<file path="config.mk">
export PLATFORM = sky130hd
export DESIGN_NAME = connect4_top
export DESIGN_NICKNAME = d
export VERILOG_FILES = /design/src/rtl/connect4_pkg.sv /design/src/rtl/connect4_win_checker.sv /design/src/rtl/connect4_top.sv
export SDC_FILE = /design/constraint.sdc
export NUM_CORES = 1
export LEC_CHECK = 0
export ABC_CLOCK_PERIOD_IN_PS = 9200
export CAP_MARGIN = 5
export CORE_UTILIZATION = 35
export DETAILED_ROUTE_END_ITERATION = 12
export PLACE_DENSITY_LB_ADDON = 0.1
export SLEW_MARGIN = 30
export SYNTH_ARGS = -nofsm -noshare
export SYNTH_HDL_FRONTEND = slang
export SYNTH_HIERARCHICAL = 1
export SYNTH_SLANG_ARGS = --single-unit
</file>
<file path="constraint.sdc">
create_clock -name clk -period 9.2 [get_ports clk]
set_clock_uncertainty 0.15 [all_clocks]
set_input_delay 1.84 -clock clk [delete_from_list [all_inputs] [get_ports clk]]
set_output_delay 1.84 -clock clk [all_outputs]
set_load 0.1 [all_outputs]
</file>
<file path="src/rtl/connect4_pkg.sv">
// Shared types, board geometry, VGA timing and display constants for the Connect 4 game.
package connect4_pkg;

  localparam int unsigned ROWS  = 6;
  localparam int unsigned COLS  = 7;
  localparam int unsigned ROW_W = 3;
  localparam int unsigned COL_W = 3;
  localparam int unsigned CNT_W = 10;

  typedef enum logic [1:0] {
    CELL_EMPTY = 2'b00,
    CELL_P1    = 2'b01,
    CELL_P2    = 2'b10
  } cell_t;

  typedef enum logic [1:0] {
    P1_TURN   = 2'd0,
    P2_TURN   = 2'd1,
    CHECK     = 2'd2,
    GAME_OVER = 2'd3
  } state_t;

  typedef logic [ROWS-1:0][COLS-1:0][1:0] board_t;

  typedef struct packed {
    logic [7:0] r;
    logic [7:0] g;
    logic [7:0] b;
  } rgb_t;

  localparam int unsigned H_VIS   = 640;
  localparam int unsigned H_FP    = 16;
  localparam int unsigned H_SYNC  = 96;
  localparam int unsigned H_BP    = 48;
  localparam int unsigned H_TOTAL = H_VIS + H_FP + H_SYNC + H_BP;
  localparam int unsigned V_VIS   = 480;
  localparam int unsigned V_FP    = 10;
  localparam int unsigned V_SYNC  = 2;
  localparam int unsigned V_BP    = 33;
  localparam int unsigned V_TOTAL = V_VIS + V_FP + V_SYNC + V_BP;

  localparam int unsigned BOARD_X0    = 96;
  localparam int unsigned BOARD_Y0    = 48;
  localparam int unsigned CELL_PX     = 64;
  localparam int unsigned DISC_PX     = 48;
  localparam int unsigned DISC_MARGIN = (CELL_PX - DISC_PX) / 2;

  localparam logic [6:0] SEG_0 = 7'b1000000;
  localparam logic [6:0] SEG_1 = 7'b1111001;
  localparam logic [6:0] SEG_2 = 7'b0100100;

  localparam rgb_t RGB_BLACK  = 24'h000000;
  localparam rgb_t RGB_RED    = 24'hFF0000;
  localparam rgb_t RGB_YELLOW = 24'hFFFF00;
  localparam rgb_t RGB_BLUE   = 24'h0000FF;
  localparam rgb_t RGB_WHITE  = 24'hFFFFFF;

  // Lowest empty row of a column; ROWS means the column is full or does not exist.
  function automatic logic [ROW_W-1:0] drop_row(input board_t b, input logic [COL_W-1:0] col);
    drop_row = ROW_W'(ROWS);
    if (32'(col) < COLS) begin
      for (int r = int'(ROWS) - 1; r >= 0; r--) begin
        if (b[r][col] == CELL_EMPTY) drop_row = ROW_W'(r);
      end
    end
  endfunction

  function automatic rgb_t cell_rgb(input logic [1:0] c);
    case (c)
      CELL_P1: cell_rgb = RGB_RED;
      CELL_P2: cell_rgb = RGB_YELLOW;
      default: cell_rgb = RGB_BLACK;
    endcase
  endfunction

  function automatic rgb_t winner_rgb(input logic [1:0] w);
    case (w)
      CELL_P1: winner_rgb = RGB_RED;
      CELL_P2: winner_rgb = RGB_YELLOW;
      default: winner_rgb = RGB_WHITE;
    endcase
  endfunction

  function automatic logic [6:0] seg_digit(input logic [1:0] w);
    case (w)
      CELL_P1: seg_digit = SEG_1;
      CELL_P2: seg_digit = SEG_2;
      default: seg_digit = SEG_0;
    endcase
  endfunction

endpackage

</file>
<file path="src/rtl/connect4_win_checker.sv">
// Combinational four-in-a-row detector over the whole board.
module connect4_win_checker
  import connect4_pkg::*;
(
  input  board_t     i_board,
  output logic       o_win_flag,
  output logic [1:0] o_winner_id
);

  function automatic logic four(input logic [1:0] a, b, c, d);
    return (a != CELL_EMPTY) && (a == b) && (a == c) && (a == d);
  endfunction

  // Loop ranges keep every index in bounds: horizontal, vertical, and both diagonals.
  always_comb begin
    o_win_flag  = 1'b0;
    o_winner_id = 2'b00;
    for (int r = 0; r < int'(ROWS); r++) begin
      for (int c = 0; c + 3 < int'(COLS); c++) begin
        if (four(i_board[r][c], i_board[r][c+1], i_board[r][c+2], i_board[r][c+3])) begin
          o_win_flag  = 1'b1;
          o_winner_id = i_board[r][c];
        end
      end
    end
    for (int r = 0; r + 3 < int'(ROWS); r++) begin
      for (int c = 0; c < int'(COLS); c++) begin
        if (four(i_board[r][c], i_board[r+1][c], i_board[r+2][c], i_board[r+3][c])) begin
          o_win_flag  = 1'b1;
          o_winner_id = i_board[r][c];
        end
      end
      for (int c = 0; c + 3 < int'(COLS); c++) begin
        if (four(i_board[r][c], i_board[r+1][c+1], i_board[r+2][c+2], i_board[r+3][c+3])) begin
          o_win_flag  = 1'b1;
          o_winner_id = i_board[r][c];
        end
      end
      for (int c = 3; c < int'(COLS); c++) begin
        if (four(i_board[r][c], i_board[r+1][c-1], i_board[r+2][c-2], i_board[r+3][c-3])) begin
          o_win_flag  = 1'b1;
          o_winner_id = i_board[r][c];
        end
      end
    end
  end

endmodule

</file>
<file path="src/rtl/connect4_top.sv">
// Connect 4 top: P1 button/switch input, P2 SPI input, turn FSM, 7-segment status and VGA board view.
module connect4_top
  import connect4_pkg::*;
#(
  parameter int unsigned PIX_DIV = 2
) (
  input  logic       clk,
  input  logic       rst,
  input  logic       fsm_reset,
  input  logic       btn_confirm_p1,
  input  logic [2:0] switches_p1,
  input  logic       spi_clk,
  input  logic       spi_mosi,
  input  logic       spi_cs,
  output logic       hsync,
  output logic       vsync,
  output logic [7:0] red,
  output logic [7:0] green,
  output logic [7:0] blue,
  output logic [6:0] seg
);

  localparam int unsigned PD_W = $clog2(PIX_DIV + 1);

  board_t     r_board;
  state_t     r_state;
  logic [1:0] r_winner;
  logic       r_p2_moved;
  logic       win_flag;
  logic [1:0] winner_id;

  connect4_win_checker u_win_checker (
    .i_board     (r_board),
    .o_win_flag  (win_flag),
    .o_winner_id (winner_id)
  );

  // P1 confirm edge; during rst both flops track the pin so a press inside reset is not seen.
  logic r_btn_cur, r_btn_prev, w_p1_edge;
  always_ff @(posedge clk) begin
    if (rst) begin
      r_btn_cur  <= btn_confirm_p1;
      r_btn_prev <= btn_confirm_p1;
    end else begin
      r_btn_cur  <= btn_confirm_p1;
      r_btn_prev <= r_btn_cur;
    end
  end
  assign w_p1_edge = r_btn_cur & ~r_btn_prev;

  // SPI mode 0 receiver; only the low three bits of the byte matter, so only those are kept.
  logic [1:0] r_sclk_sync, r_mosi_sync, r_cs_sync;
  logic       r_sclk_prev, r_spi_strobe, w_sclk_rise;
  logic [2:0] r_shift, r_bit_cnt;
  assign w_sclk_rise = r_sclk_sync[1] & ~r_sclk_prev;
  always_ff @(posedge clk) begin
    if (rst) begin
      r_sclk_sync  <= 2'b00;
      r_mosi_sync  <= 2'b00;
      r_cs_sync    <= 2'b11;
      r_sclk_prev  <= 1'b0;
      r_shift      <= 3'd0;
      r_bit_cnt    <= 3'd0;
      r_spi_strobe <= 1'b0;
    end else begin
      r_sclk_sync  <= {r_sclk_sync[0], spi_clk};
      r_mosi_sync  <= {r_mosi_sync[0], spi_mosi};
      r_cs_sync    <= {r_cs_sync[0], spi_cs};
      r_sclk_prev  <= r_sclk_sync[1];
      r_spi_strobe <= 1'b0;
      if (r_cs_sync[1]) begin
        r_bit_cnt <= 3'd0;
      end else if (w_sclk_rise) begin
        r_shift   <= {r_shift[1:0], r_mosi_sync[1]};
        r_bit_cnt <= r_bit_cnt + 3'd1;
        if (r_bit_cnt == 3'd7) r_spi_strobe <= 1'b1;
      end
    end
  end

  logic             w_move, w_move_ok, w_top_full;
  logic [COL_W-1:0] w_move_col;
  logic [ROW_W-1:0] w_drop_row;
  cell_t            w_move_cell;
  always_comb begin
    w_move      = 1'b0;
    w_move_col  = switches_p1;
    w_move_cell = CELL_P1;
    if (r_state == P1_TURN) begin
      w_move = w_p1_edge;
    end else if (r_state == P2_TURN) begin
      w_move      = r_spi_strobe;
      w_move_col  = r_shift;
      w_move_cell = CELL_P2;
    end
    w_drop_row = drop_row(r_board, w_move_col);
    w_move_ok  = w_move && (w_drop_row < ROW_W'(ROWS));
    w_top_full = 1'b1;
    for (int c = 0; c < int'(COLS); c++) begin
      if (r_board[ROWS-1][c] == CELL_EMPTY) w_top_full = 1'b0;
    end
  end

  // Turn FSM; a live four-in-a-row preempts everything except GAME_OVER itself.
  always_ff @(posedge clk) begin
    if (rst || fsm_reset) begin
      r_state    <= P1_TURN;
      r_board    <= '0;
      r_winner   <= 2'b00;
      r_p2_moved <= 1'b0;
    end else if (r_state != GAME_OVER && win_flag) begin
      r_state  <= GAME_OVER;
      r_winner <= winner_id;
    end else begin
      case (r_state)
        P1_TURN, P2_TURN: begin
          if (w_move_ok) begin
            r_board[w_drop_row][w_move_col] <= w_move_cell;
            r_p2_moved                      <= (r_state == P2_TURN);
            r_state                         <= CHECK;
          end
        end
        CHECK: begin
          if (w_top_full) begin
            r_state  <= GAME_OVER;
            r_winner <= 2'b00;
          end else begin
            r_state <= r_p2_moved ? P1_TURN : P2_TURN;
          end
        end
        default: r_state <= GAME_OVER;
      endcase
    end
  end

  // CHECK already shows the player who moves next.
  always_ff @(posedge clk) begin
    if (rst) begin
      seg <= SEG_1;
    end else begin
      case (r_state)
        P1_TURN: seg <= SEG_1;
        P2_TURN: seg <= SEG_2;
        CHECK:   seg <= r_p2_moved ? SEG_1 : SEG_2;
        default: seg <= seg_digit(r_winner);
      endcase
    end
  end

  // Pixel-enable divider and 800x525 raster counters.
  logic [PD_W-1:0]  r_pix_cnt;
  logic [CNT_W-1:0] r_h_cnt, r_v_cnt;
  logic             w_pix_en;
  assign w_pix_en = (r_pix_cnt == PD_W'(PIX_DIV - 1));
  always_ff @(posedge clk) begin
    if (rst) begin
      r_pix_cnt <= '0;
      r_h_cnt   <= '0;
      r_v_cnt   <= '0;
    end else begin
      r_pix_cnt <= w_pix_en ? '0 : r_pix_cnt + PD_W'(1);
      if (w_pix_en) begin
        if (r_h_cnt == CNT_W'(H_TOTAL - 1)) begin
          r_h_cnt <= '0;
          r_v_cnt <= (r_v_cnt == CNT_W'(V_TOTAL - 1)) ? '0 : r_v_cnt + CNT_W'(1);
        end else begin
          r_h_cnt <= r_h_cnt + CNT_W'(1);
        end
      end
    end
  end

  logic [8:0]       w_bx, w_by;
  logic [ROW_W-1:0] w_cell_r;
  logic [COL_W-1:0] w_cell_c;
  logic             w_visible, w_in_board, w_in_disc, w_hs, w_vs;
  rgb_t             w_rgb;
  always_comb begin
    w_bx       = 9'(r_h_cnt - CNT_W'(BOARD_X0));
    w_by       = 9'(r_v_cnt - CNT_W'(BOARD_Y0));
    w_cell_c   = w_bx[8:6];
    w_cell_r   = ROW_W'(ROWS - 1) - w_by[8:6];
    w_visible  = (r_h_cnt < CNT_W'(H_VIS)) && (r_v_cnt < CNT_W'(V_VIS));
    w_in_board = (r_h_cnt >= CNT_W'(BOARD_X0)) && (r_h_cnt < CNT_W'(BOARD_X0 + COLS * CELL_PX))
              && (r_v_cnt >= CNT_W'(BOARD_Y0)) && (r_v_cnt < CNT_W'(BOARD_Y0 + ROWS * CELL_PX));
    w_in_disc  = (w_bx[5:0] >= 6'(DISC_MARGIN)) && (w_bx[5:0] < 6'(DISC_MARGIN + DISC_PX))
              && (w_by[5:0] >= 6'(DISC_MARGIN)) && (w_by[5:0] < 6'(DISC_MARGIN + DISC_PX));
    w_hs       = (r_h_cnt >= CNT_W'(H_VIS + H_FP)) && (r_h_cnt < CNT_W'(H_VIS + H_FP + H_SYNC));
    w_vs       = (r_v_cnt >= CNT_W'(V_VIS + V_FP)) && (r_v_cnt < CNT_W'(V_VIS + V_FP + V_SYNC));
    w_rgb      = RGB_BLACK;
    if (w_visible) begin
      if (w_in_board) begin
        w_rgb = w_in_disc ? cell_rgb(r_board[w_cell_r][w_cell_c]) : RGB_BLUE;
      end else if (r_state == GAME_OVER) begin
        w_rgb = winner_rgb(r_winner);
      end
    end
  end

  always_ff @(posedge clk) begin
    if (rst) begin
      hsync <= 1'b1;
      vsync <= 1'b1;
      red   <= 8'h00;
      green <= 8'h00;
      blue  <= 8'h00;
    end else begin
      hsync <= ~w_hs;
      vsync <= ~w_vs;
      red   <= w_rgb.r;
      green <= w_rgb.g;
      blue  <= w_rgb.b;
    end
  end

endmodule

</file>
# --- Word level (Yosys, flattened, before mapping) ---
# Cells that the tools add are included.
op_classes:
  order_cmp: 22
  n_reduce_logical: 279
  n_bitwise: 10
  eq_ne: 220
  mux: 199
  addsub: 7
ops:
  columns: ["op", "n"]
  rows:
  - ["== test 2 bit", 207]
  - ["logical AND 1 bit", 220]
  - ["two-way mux 2 bit", 86]
  - ["bitwise mux 84 bit", 1]
  - ["two-way mux 1 bit", 81]
  - ["two-way mux 24 bit", 3]
  - ["nonzero test 2 bit", 35]
  - ["one-hot mux 24 bit (2 select lines)", 1]
  - ["binary-select mux 14 bit (select 3 bit)", 1]
  - ["binary-select mux 2 bit (select 3 bit)", 7]
  - ["demux 14 bit (select 3 bit)", 1]
  - ["one-hot mux 16 bit (2 select lines)", 1]
  - ["less-than comparator 10 bit (second input constant)", 3]
  - ["less-than comparator 10 x 9 -> 1 bit (second input constant)", 3]
  - ["logical NOT 2 bit", 14]
  - ["two-way mux 14 bit", 2]
  - ["two-way mux 3 bit", 8]
  - ["one-hot mux 7 bit (3 select lines)", 1]
  - ["adder 10 x 1 -> 10 bit (second input constant)", 2]
  - ["== test 10 bit (second input constant)", 2]
  - ["two-way mux 10 bit", 2]
  - ["less-than comparator 3 x 4 -> 1 bit (second input constant)", 4]
  - ["one-hot mux 7 bit (2 select lines)", 1]
  - [">= comparator 6 x 4 -> 1 bit (second input constant)", 2]
  - ["other kinds (27)", 49]
totals:
  input_bits: 10
  out_inout_bits: 33
  wordCells: 800
  ff_bits: 160

# --- Longest topological paths before layout ---
# Gate-level depths: netlist of the first run.
depth:
  ltp_word: 76
  mapped_depth: 16
  mapped_depth_nobuf: 14

# --- Modules after synthesis ---
# Netlist of the first run, hierarchy kept.
modules_own_cells:
  columns: ["mod", "cells_each", "seq_area_each_um2", "instances", "area_per_inst_um2"]
  rows:
  - ["connect4_top", 855, 2722.6, 1, 7131.8]
  - ["connect4_win_checker", 851, 0.0, 1, 5444.0]

# --- Least setup slack after synthesis of the first run ---
# Ideal clock, no wire load.
synth_timing:
  path_kind: "input-to-reg"
  startpoint: "input switches_p1[0]"
  endpoint: "register r_board[42] (netlist bit)"
  slack_ps: 5228
  setup_time_ps: 117
  cell_stages: 11
  t_required_ps: 8933
  path_buffers: 3
  t_arrival_ps: 3706
  cell_sequence: "clkbuf_1 nor2_1 nand3_2 and2_1 a2bb2oi_1 a211oi_2 nor3b_1 buf_4 and3b_1 buf_2 a22o_1"
synth_between:
  elab_chain_len: 17
  elab_cells_between_ends: 42
  classes_between: "6 x order compare; 26 x mux; 10 x reduce/logical"
synth_rtl:
  columns: ["item", "line", "text"]
  rows:
  - ["start: declaration", "connect4_top.sv:11", "input logic [2:0] switches_p1,"]
  - ["two-way mux 3 bit", "connect4_top.sv:91", "end else if (r_state == P2_TURN) begin"]
  - ["two-way mux 3 bit *", "connect4_top.sv:89", "if (r_state == P1_TURN) begin"]
  - ["binary-select mux 2 bit (select 3 bit)", "connect4_pkg.sv:63", "if (b[r][col] == CELL_EMPTY) drop_row = ROW_W'(r);"]
  - ["two-way mux 2 bit (implied by the code)", "connect4_pkg.sv:63", null]
  - ["logical NOT 2 bit", "connect4_pkg.sv:63", null]
  - ["two-way mux 2 bit", "connect4_pkg.sv:63", null]
  - ["two-way mux 3 bit (5 in series)", "connect4_pkg.sv:63", null]
  - ["two-way mux 3 bit", "connect4_pkg.sv:61", "if (32'(col) < COLS) begin"]
  - ["less-than comparator 3 x 4 -> 1 bit (implied by the code) or >= comparator 3 x 1 -> 1 bit (tied branches)", "connect4_top.sv:118", "r_board[w_drop_row][w_move_col] <= w_move_cell;"]
  - ["logical AND 1 bit (implied by the code)", "connect4_top.sv:118", null]
  - ["two-way mux 14 bit (implied by the code)", "connect4_top.sv:118", null]
  - ["demux 14 bit (select 3 bit)", "connect4_top.sv:118", null]
  - ["bitwise mux 84 bit", "connect4_top.sv:118", null]
  - ["end signal: indexed assignment", "connect4_top.sv:118", null]
  - ["end: declaration", "connect4_top.sv:25", "board_t r_board;"]
# Every way passes the cells marked *; elsewhere a longest branch is shown, timed or not. The select of a mux whose other input is x is not followed.
# A chain may end at the register's enable or synchronous reset.

# --- Worst setup path in the final report of the first run ---
layout_timing:
  startpoint: "register r_board[46] (netlist bit)"
  endpoint: "register r_board[68] (netlist bit)"
layout_between:
  elab_chain_len: 63
  elab_cells_between_ends: 115
  classes_between: "3 x order compare; 13 x eq/ne; 67 x mux; 1 x bitwise; 31 x reduce/logical"
layout_rtl:
  columns: ["item", "line", "text"]
  rows:
  - ["== test 2 bit", "connect4_win_checker.sv:11", "return (a != CELL_EMPTY) && (a == b) && (a == c) && (a == d);"]
  - ["logical AND 1 bit (2 in series)", "connect4_win_checker.sv:11", null]
  - ["two-way mux 1 bit or logical AND 1 bit (tied branches)", "connect4_win_checker.sv:20, connect4_win_checker.sv:11", null]
  - ["two-way mux 1 bit (11 in series)", "connect4_win_checker.sv:20", "if (four(i_board[r][c], i_board[r][c+1], i_board[r][c+2], i_board[r][c+3])) begin"]
  - ["two-way mux 1 bit (7 in series)", "connect4_win_checker.sv:28", "if (four(i_board[r][c], i_board[r+1][c], i_board[r+2][c], i_board[r+3][c])) begin"]
  - ["two-way mux 1 bit (4 in series)", "connect4_win_checker.sv:34", "if (four(i_board[r][c], i_board[r+1][c+1], i_board[r+2][c+2], i_board[r+3][c+3])) begin"]
  - ["two-way mux 1 bit (4 in series)", "connect4_win_checker.sv:40", "if (four(i_board[r][c], i_board[r+1][c-1], i_board[r+2][c-2], i_board[r+3][c-3])) begin"]
  - ["two-way mux 1 bit (7 in series)", "connect4_win_checker.sv:28", null]
  - ["two-way mux 1 bit (4 in series)", "connect4_win_checker.sv:34", null]
  - ["two-way mux 1 bit (4 in series)", "connect4_win_checker.sv:40", null]
  - ["two-way mux 1 bit (7 in series)", "connect4_win_checker.sv:28", null]
  - ["two-way mux 1 bit (4 in series)", "connect4_win_checker.sv:34", null]
  - ["two-way mux 1 bit * (4 in series)", "connect4_win_checker.sv:40", null]
  - ["via win_flag", "connect4_top.sv:29", "logic win_flag;"]
  - ["logical AND 1 bit *", "connect4_top.sv:111", "end else if (r_state != GAME_OVER && win_flag) begin"]
  - ["inverter 1 bit (no line) *", null, null]
  - ["AND reduction 3 bit (no line) *", null, null]
# Mark *: on every way through the listed nets, which the timed path passes. The rest lies on a longest branch. The select of a mux whose other input is x is not followed.

==> results of run 1 <==
==> state kept, by name, summed over array words and instances, names as in the netlist, 2 cells and up <==
register,flops
r_bit_cnt,3
r_board,84
r_cs_sync,2
r_h_cnt,10
r_mosi_sync,2
r_pix_cnt,2
r_sclk_sync,2
r_shift,3
r_state,2
r_v_cnt,10
r_winner,2
seg,4
==> cell families (layout without fill, tap and decap cells) <==
logic type                 Yosys count  after routing  synth area share, %
AOI/OAI and AO/OA                  490            490                28.05
adders and majority gates           16             16                1.592
DFF                                136            136                21.65
buffers and inverters              211            173                8.556
xor gates and xnor gates            27             27                1.880
muxes                               45             45                4.805
and+or+nand+nor                    780            780                33.44
other                                1              1              0.02982
==> cells in the mapped netlist, drive strengths merged (25+ instances only) <==
cell type | number | share of area, %
nor3 | 36 | 1.5
nor4 | 41 | 2.2
inv | 39 | 1.2
nand3 | 52 | 2.1
dfxtp | 136 | 22
a31oi | 35 | 1.8
nand2 | 163 | 4.9
a21oi | 92 | 3.9
a22oi | 25 | 1.5
or4 | 33 | 2.0
clkbuf | 62 | 1.9
nand4 | 100 | 5.0
nor2 | 171 | 5.1
buf | 110 | 5.5
o21ai | 90 | 4.0
nand2b | 28 | 1.4
mux2i | 27 | 2.2
==> worst max-delay path by stage <==
stage	end	depth (start not counted)
floorplan	r_board[42]$_SDFFE_PP0P_	11
global placement	r_board[66]$_SDFFE_PP0P_	9
detailed placement	r_board[66]$_SDFFE_PP0P_	9
CTS	r_board[58]$_SDFFE_PP0P_	13
global route	r_board[68]$_SDFFE_PP0P_	13
finish	r_board[68]$_SDFFE_PP0P_	13
==> area by class of cell <==
| cell class | count | area (µm²) | share of cell area (%) |
|---|---|---|---|
| Multi-Input combinational cell | 1359 | 8801 | 64.18 |
| Inverter | 39 | 146.4 | 1.068 |
| Clock buffer | 17 | 425.4 | 3.102 |
| Tap cell | 461 | 576.8 | 4.206 |
| Sequential cell | 136 | 2723 | 19.85 |
| Timing Repair Buffer | 102 | 868.3 | 6.332 |
| Clock inverter | 15 | 172.7 | 1.259 |
==> metrics by stage <==
stage               hold slack (ns)  util, %  total power [mW]
floorplan                    0.2395        -            0.7029
global placement             0.2524    36.94            0.7355
detailed placement           0.2571    36.94            0.7355
CTS                          0.2739    38.63             1.439
global route                 0.2882    38.65             1.472
finish                       0.2696    38.65             1.427
==> power groups by stage <==
| stage | clock (mW) | sequential, mW | combinational [mW] |
|---|---|---|---|
| floorplan | 0 | 0.615 | 0.0876 |
| global placement | 0 | 0.612 | 0.123 |
| detailed placement | 0 | 0.613 | 0.123 |
| CTS | 0.716 | 0.599 | 0.123 |
| global route | 0.739 | 0.600 | 0.134 |
| finish | 0.703 | 0.599 | 0.125 |
==> layer usage <==
metal | vias to the layer above | wire length, µm | global-route usage, % | share of wire [%]
li1 | 6425 | - | - | -
met1 | 6923 | 25120 | 44.06 | 42
met2 | 935 | 25920 | 49.25 | 43
met3 | 191 | 6155 | 6.958 | 10
met4 | 0 | 3162 | 17.46 | 5.2
met5 | - | 0 | 0 | 0
==> impl_metrics.tcl, run 1 <==
set metrics [dict create \
    status "completed" \
    drt-total-wl_um 60350 \
    fillers 3802 \
    p_int_mw 1.021 \
    path_buf_inv 2 \
    clockPowerShare_pct 49.2 \
    worstMarginPinSlew_ns 1.039 \
    p_leak_nw 4.846 \
    synth.distinct_cells 110 \
    min_from "r_cs_sync[0]$_SDFF_PP1_" \
    io_pins 43 \
    cts_made_buffers 17 \
    maxCapViolCount 0 \
    timing.final.crit_share_pct 62.63 \
    die-area_mm2 0.03669 \
    arrival_ns 5.96 \
    hold_class "reg2reg" \
    p_sw_mw 0.4066 \
    worst_slack_ns 3.438 \
    cts.sinks 136 \
    htreeDepth 4 \
    die_y_um 191.6 \
    synth_top_flop_cell "dfxtp_1" \
    synth_edf_count 0 \
    path_clk_slew_ns 0.07 \
    critPathMaxFanout 14 \
    fin_nets 1681 \
    max-vdd-ir-drop_uv 133.6 \
    postSynthCellCount 1706 \
    grt_pass1_wl_um 88470 \
    crit_path_start "r_board[46]$_SDFFE_PP0P_" \
    grt_max_degree 56 \
    avgSynthCellArea_um2 7.372 \
    max_stage_delay_ns 0.83 \
    die_w_um 191.6 \
    post_cts.repair.setup_buffers 0 \
    synth-seq-area-share_pct 21.65 \
    drt_iter0_drc 2161 \
    place_area_mm2 0.01311 \
    cts-resized-gates 0 \
    cp.required_ns 9.40 \
    grt-ovfl-total 0 \
    hold_viol_final 0 \
    period_needed_ns 5.762 \
    final_area_mm2 0.01371 \
    reg2regPathDepth 13 \
    gr-usage-all-layers_pct 32.93 \
    relSlewSlack_pct 30.62 \
    clock_path_buffers 2 \
    setup_tns_ns 0 \
    insertion_delay_ns 0.44 \
    synth_nets 1732 \
    syn2layout_area_growth_pct 9.044 \
    post-place-ws_ns 3.586 \
    antenna_left 0 \
    drc 0 \
    pwr-share-comb_pct 8.8 \
    yosys_warnings 6 \
    crit_chain "buf_4 -> or3_1 -> o21ai_1 -> and2_1 -> a2111oi_2 -> or4b_1 -> nor4_1 -> nand3_1 -> nor3_1 -> nor3b_2 -> buf_4 -> nand4_1 -> o21ai_0" \
    initial_utilization_pct 35.44 \
    crit_path_end_kind "register" \
    antenna_found_initial 0 \
    ys_seq_elements 136 \
    power_density_mw_per_mm2 104.1 \
    path_class "reg2reg" \
    startpoint_type "register" \
    sw_frac_of_total_pct 28.49 \
    layout_common_cells "nor2_1 (170), nand2_1 (163), dfxtp_1 (136)" \
    via_count 14474 \
    core_area_mm2 0.03548 \
    synth_area_mm2 0.01258 \
    cpMostUsedCell "buf_4" \
    place_inst 2097 \
    r2r_start "r_board[46]$_SDFFE_PP0P_" \
    cp_slowest_cell "dfxtp_1" \
    timing.rr.end "r_board[68]$_SDFFE_PP0P_" \
    worst-r2r-setup-slack_ns 3.44 \
    final_common_cell "nor2_1" \
    min_to "r_cs_sync[1]$_SDFF_PP1_" \
    rsz0062_at_grt "no" \
    finalSetupViolations 0 \
    dp_hpwl_um 41950 \
    stdcell_count 2129 \
    place.port_buffers 41 \
    layout-drive-gt1-share_pct 10.61 \
    cp_top_family "simple AND/OR/NAND/NOR gates" \
    hold_buffers 0 \
    cts_tree "built" \
    dr.pass1.iters 7 \
    maxSlewViolCount 0 \
    seqPwrFrac_pct 42.0 \
    place_congestion 1.039 \
    grt_pass1_vias 13119 \
    wl_per_cell_um 28.35 \
    rows 69 \
    routed_via_density 6.798 \
    synthArstFlopShare_pct 0 \
    num_antenna_cells 0 \
    max_freq_ghz 0.1736 \
    root_buffer "clkbuf_16" \
    hold_depth 1 \
]
(Power assumes the default switching activity.)
==> inputs of run 2 (changes only) <==
ABC_CLOCK_PERIOD_IN_PS = 5600   (was 9200)
clock period = 5.6 ns   (was 9.2 ns; I/O delays follow)
==> run 2 against run 1 <==
Via count increased by 3.5%. Sequential power grew 65%. Largest power group unchanged. Largest cell class unchanged. Utilization increased by 1.0 points.
==> impl_metrics.tcl, run 2 (synthesis gave the netlist of run 1 again) <==
set metrics [dict create \
    layout-drive-gt1-share_pct 12.88 \
    post-place-ws_ns 0.8961 \
    top_regs "r_board: 84 flops, r_h_cnt: 10 flops, r_v_cnt: 10 flops" \
    crit_path_end_kind "register" \
    cts_made_buffers 17 \
    wl_per_cell_um 30.69 \
    min_to "r_cs_sync[1]$_SDFF_PP1_" \
    initial_utilization_pct 35.44 \
    arrival_ns 5.11 \
    r2r_start "r_board[45]$_SDFFE_PP0P_" \
    critPathMaxFanout 10 \
    path_clk_slew_ns 0.07 \
    htreeDepth 4 \
    syn2layout_area_growth_pct 11.91 \
    stdcell_count 2169 \
    via_count 14974 \
    reg2regPathDepth 13 \
    fin_nets 1721 \
    cts.sinks 136 \
    whs_ns 0.2641 \
    top_layer "met4" \
    min_from "r_cs_sync[0]$_SDFF_PP1_" \
    grt_pass1_wl_um 95260 \
    fillers 3730 \
    hold_depth 1 \
    status "completed" \
    rows 69 \
    multiInputGateArea_mm2 0.008815 \
    cts-resized-gates 0 \
    worst_slack_ns 0.6762 \
    setup_tns_ns 0 \
    relSlewSlack_pct 34.51 \
    cts_tree "built" \
    die-area_mm2 0.03669 \
    maxCapViolCount 0 \
    wl_met3_um 6285 \
    p_leak_nw 5.085 \
    gr-usage-all-layers_pct 36.01 \
    worstMarginPinSlew_ns 0.9793 \
    hold_buffers 0 \
    path_class "reg2reg" \
    hold_viol_final 0 \
    place_inst 2137 \
    place_congestion 1.000 \
    rsz0062_at_grt "no" \
    register_area_mm2 0.002724 \
    timing.final.crit_share_pct 87.92 \
    max_freq_ghz 0.2031 \
    place.port_buffers 41 \
    timing.rr.end "r_board[34]$_SDFFE_PP0P_" \
    post_cts.repair.setup_buffers 0 \
    grt_pass1_vias 13455 \
    num_antenna_cells 0 \
    insertion_delay_ns 0.45 \
    layout_common_cells "nor2_1 (170), nand2_1 (163), dfxtp_1 (135)" \
    die_y_um 191.6 \
    largest_register_ff_count 84 \
    grt_max_degree 33 \
    wl_met1_um 27530 \
    cp.required_ns 5.78 \
    period_needed_ns 4.924 \
    drt-total-wl_um 66560 \
    io_pins 43 \
    max-vdd-ir-drop_uv 222.7 \
    top_register "r_board" \
    crit_path_start "r_board[45]$_SDFFE_PP0P_" \
    clock_path_buffers 2 \
    hold_class "reg2reg" \
    final_core_util_pct 39.66 \
    antenna_found_initial 1 \
    die_w_um 191.6 \
    met2_length_um 28550 \
    dp_hpwl_um 49640 \
    drc 0 \
    routed_via_density 6.904 \
    maxSlewViolCount 0 \
    startpoint_type "register" \
    power_density_mw_per_mm2 174.2 \
    antenna_left 0 \
    root_buffer "clkbuf_16" \
    dr.pass1.iters 7 \
    grt-ovfl-total 0 \
    final_common_cell "nor2_1" \
    finalSetupViolations 0 \
    core_area_mm2 0.03548 \
    drt_iter0_drc 1948 \
    worst-r2r-setup-slack_ns 0.68 \
]
==> run 2: per-layer routing <==
| layer | up-vias | global-route usage [%] |
|---|---|---|
| met5 | - | 0 |
| met4 | 0 | 20.79 |
| met3 | 226 | 6.921 |
| met2 | 1002 | 54.32 |
| met1 | 7254 | 47.57 |
| li1 | 6492 | - |
==> run 2: worst max-delay path by stage <==
stage | endpoint | cells after the start
5_1_grt | r_board[47]$_SDFFE_PP0P_ | 12
2_1_floorplan | r_board[48]$_SDFFE_PP0P_ | 15
3_5_place_dp | r_board[80]$_SDFFE_PP0P_ | 12
4_1_cts | r_board[80]$_SDFFE_PP0P_ | 12
6_report | r_board[34]$_SDFFE_PP0P_ | 13
3_3_place_gp | r_board[34]$_SDFFE_PP0P_ | 12
==> run 2: metrics by stage <==
stage                     instance area (µm²)  power (mW)
final                                   14070       2.451
after global routing                    14070       2.516
after CTS                               14070       2.454
after detailed placement                13420       1.215
after global placement                  13410       1.216
after floorplan                         12580       1.155
==> run 2: final cells by class <==
cell class              count  area share [%]
clock inverters            13           1.351
flip-flops and latches    136           19.35
inverters                  39           1.040
multi-input cells        1359           62.63
well taps                 461           4.099
clock buffers              19           3.218
repair buffers            142           8.304
==> run 2: power breakdown <==
part	switching, mW	leakage (nW)	internal [mW]
Combinational	0.151	3.67	0.0625
Sequential	0.00877	1.10	0.977
Clock	0.478	0.315	0.774
==> run 2: worst max-delay path: stages, from the launching register on <==
cell and delay [ns]:
dfxtp_1 0.77, nor4_1 0.13, a31oi_1 0.30, nor2_1 0.18
nor2_1 0.29, or4b_1 0.45, or4_1 0.43, nor4_1 0.19
nand3_1 0.36, nor3_1 0.46, nor3b_2 0.42, buf_4 0.23
a31oi_1 0.14, nor2_1 0.32
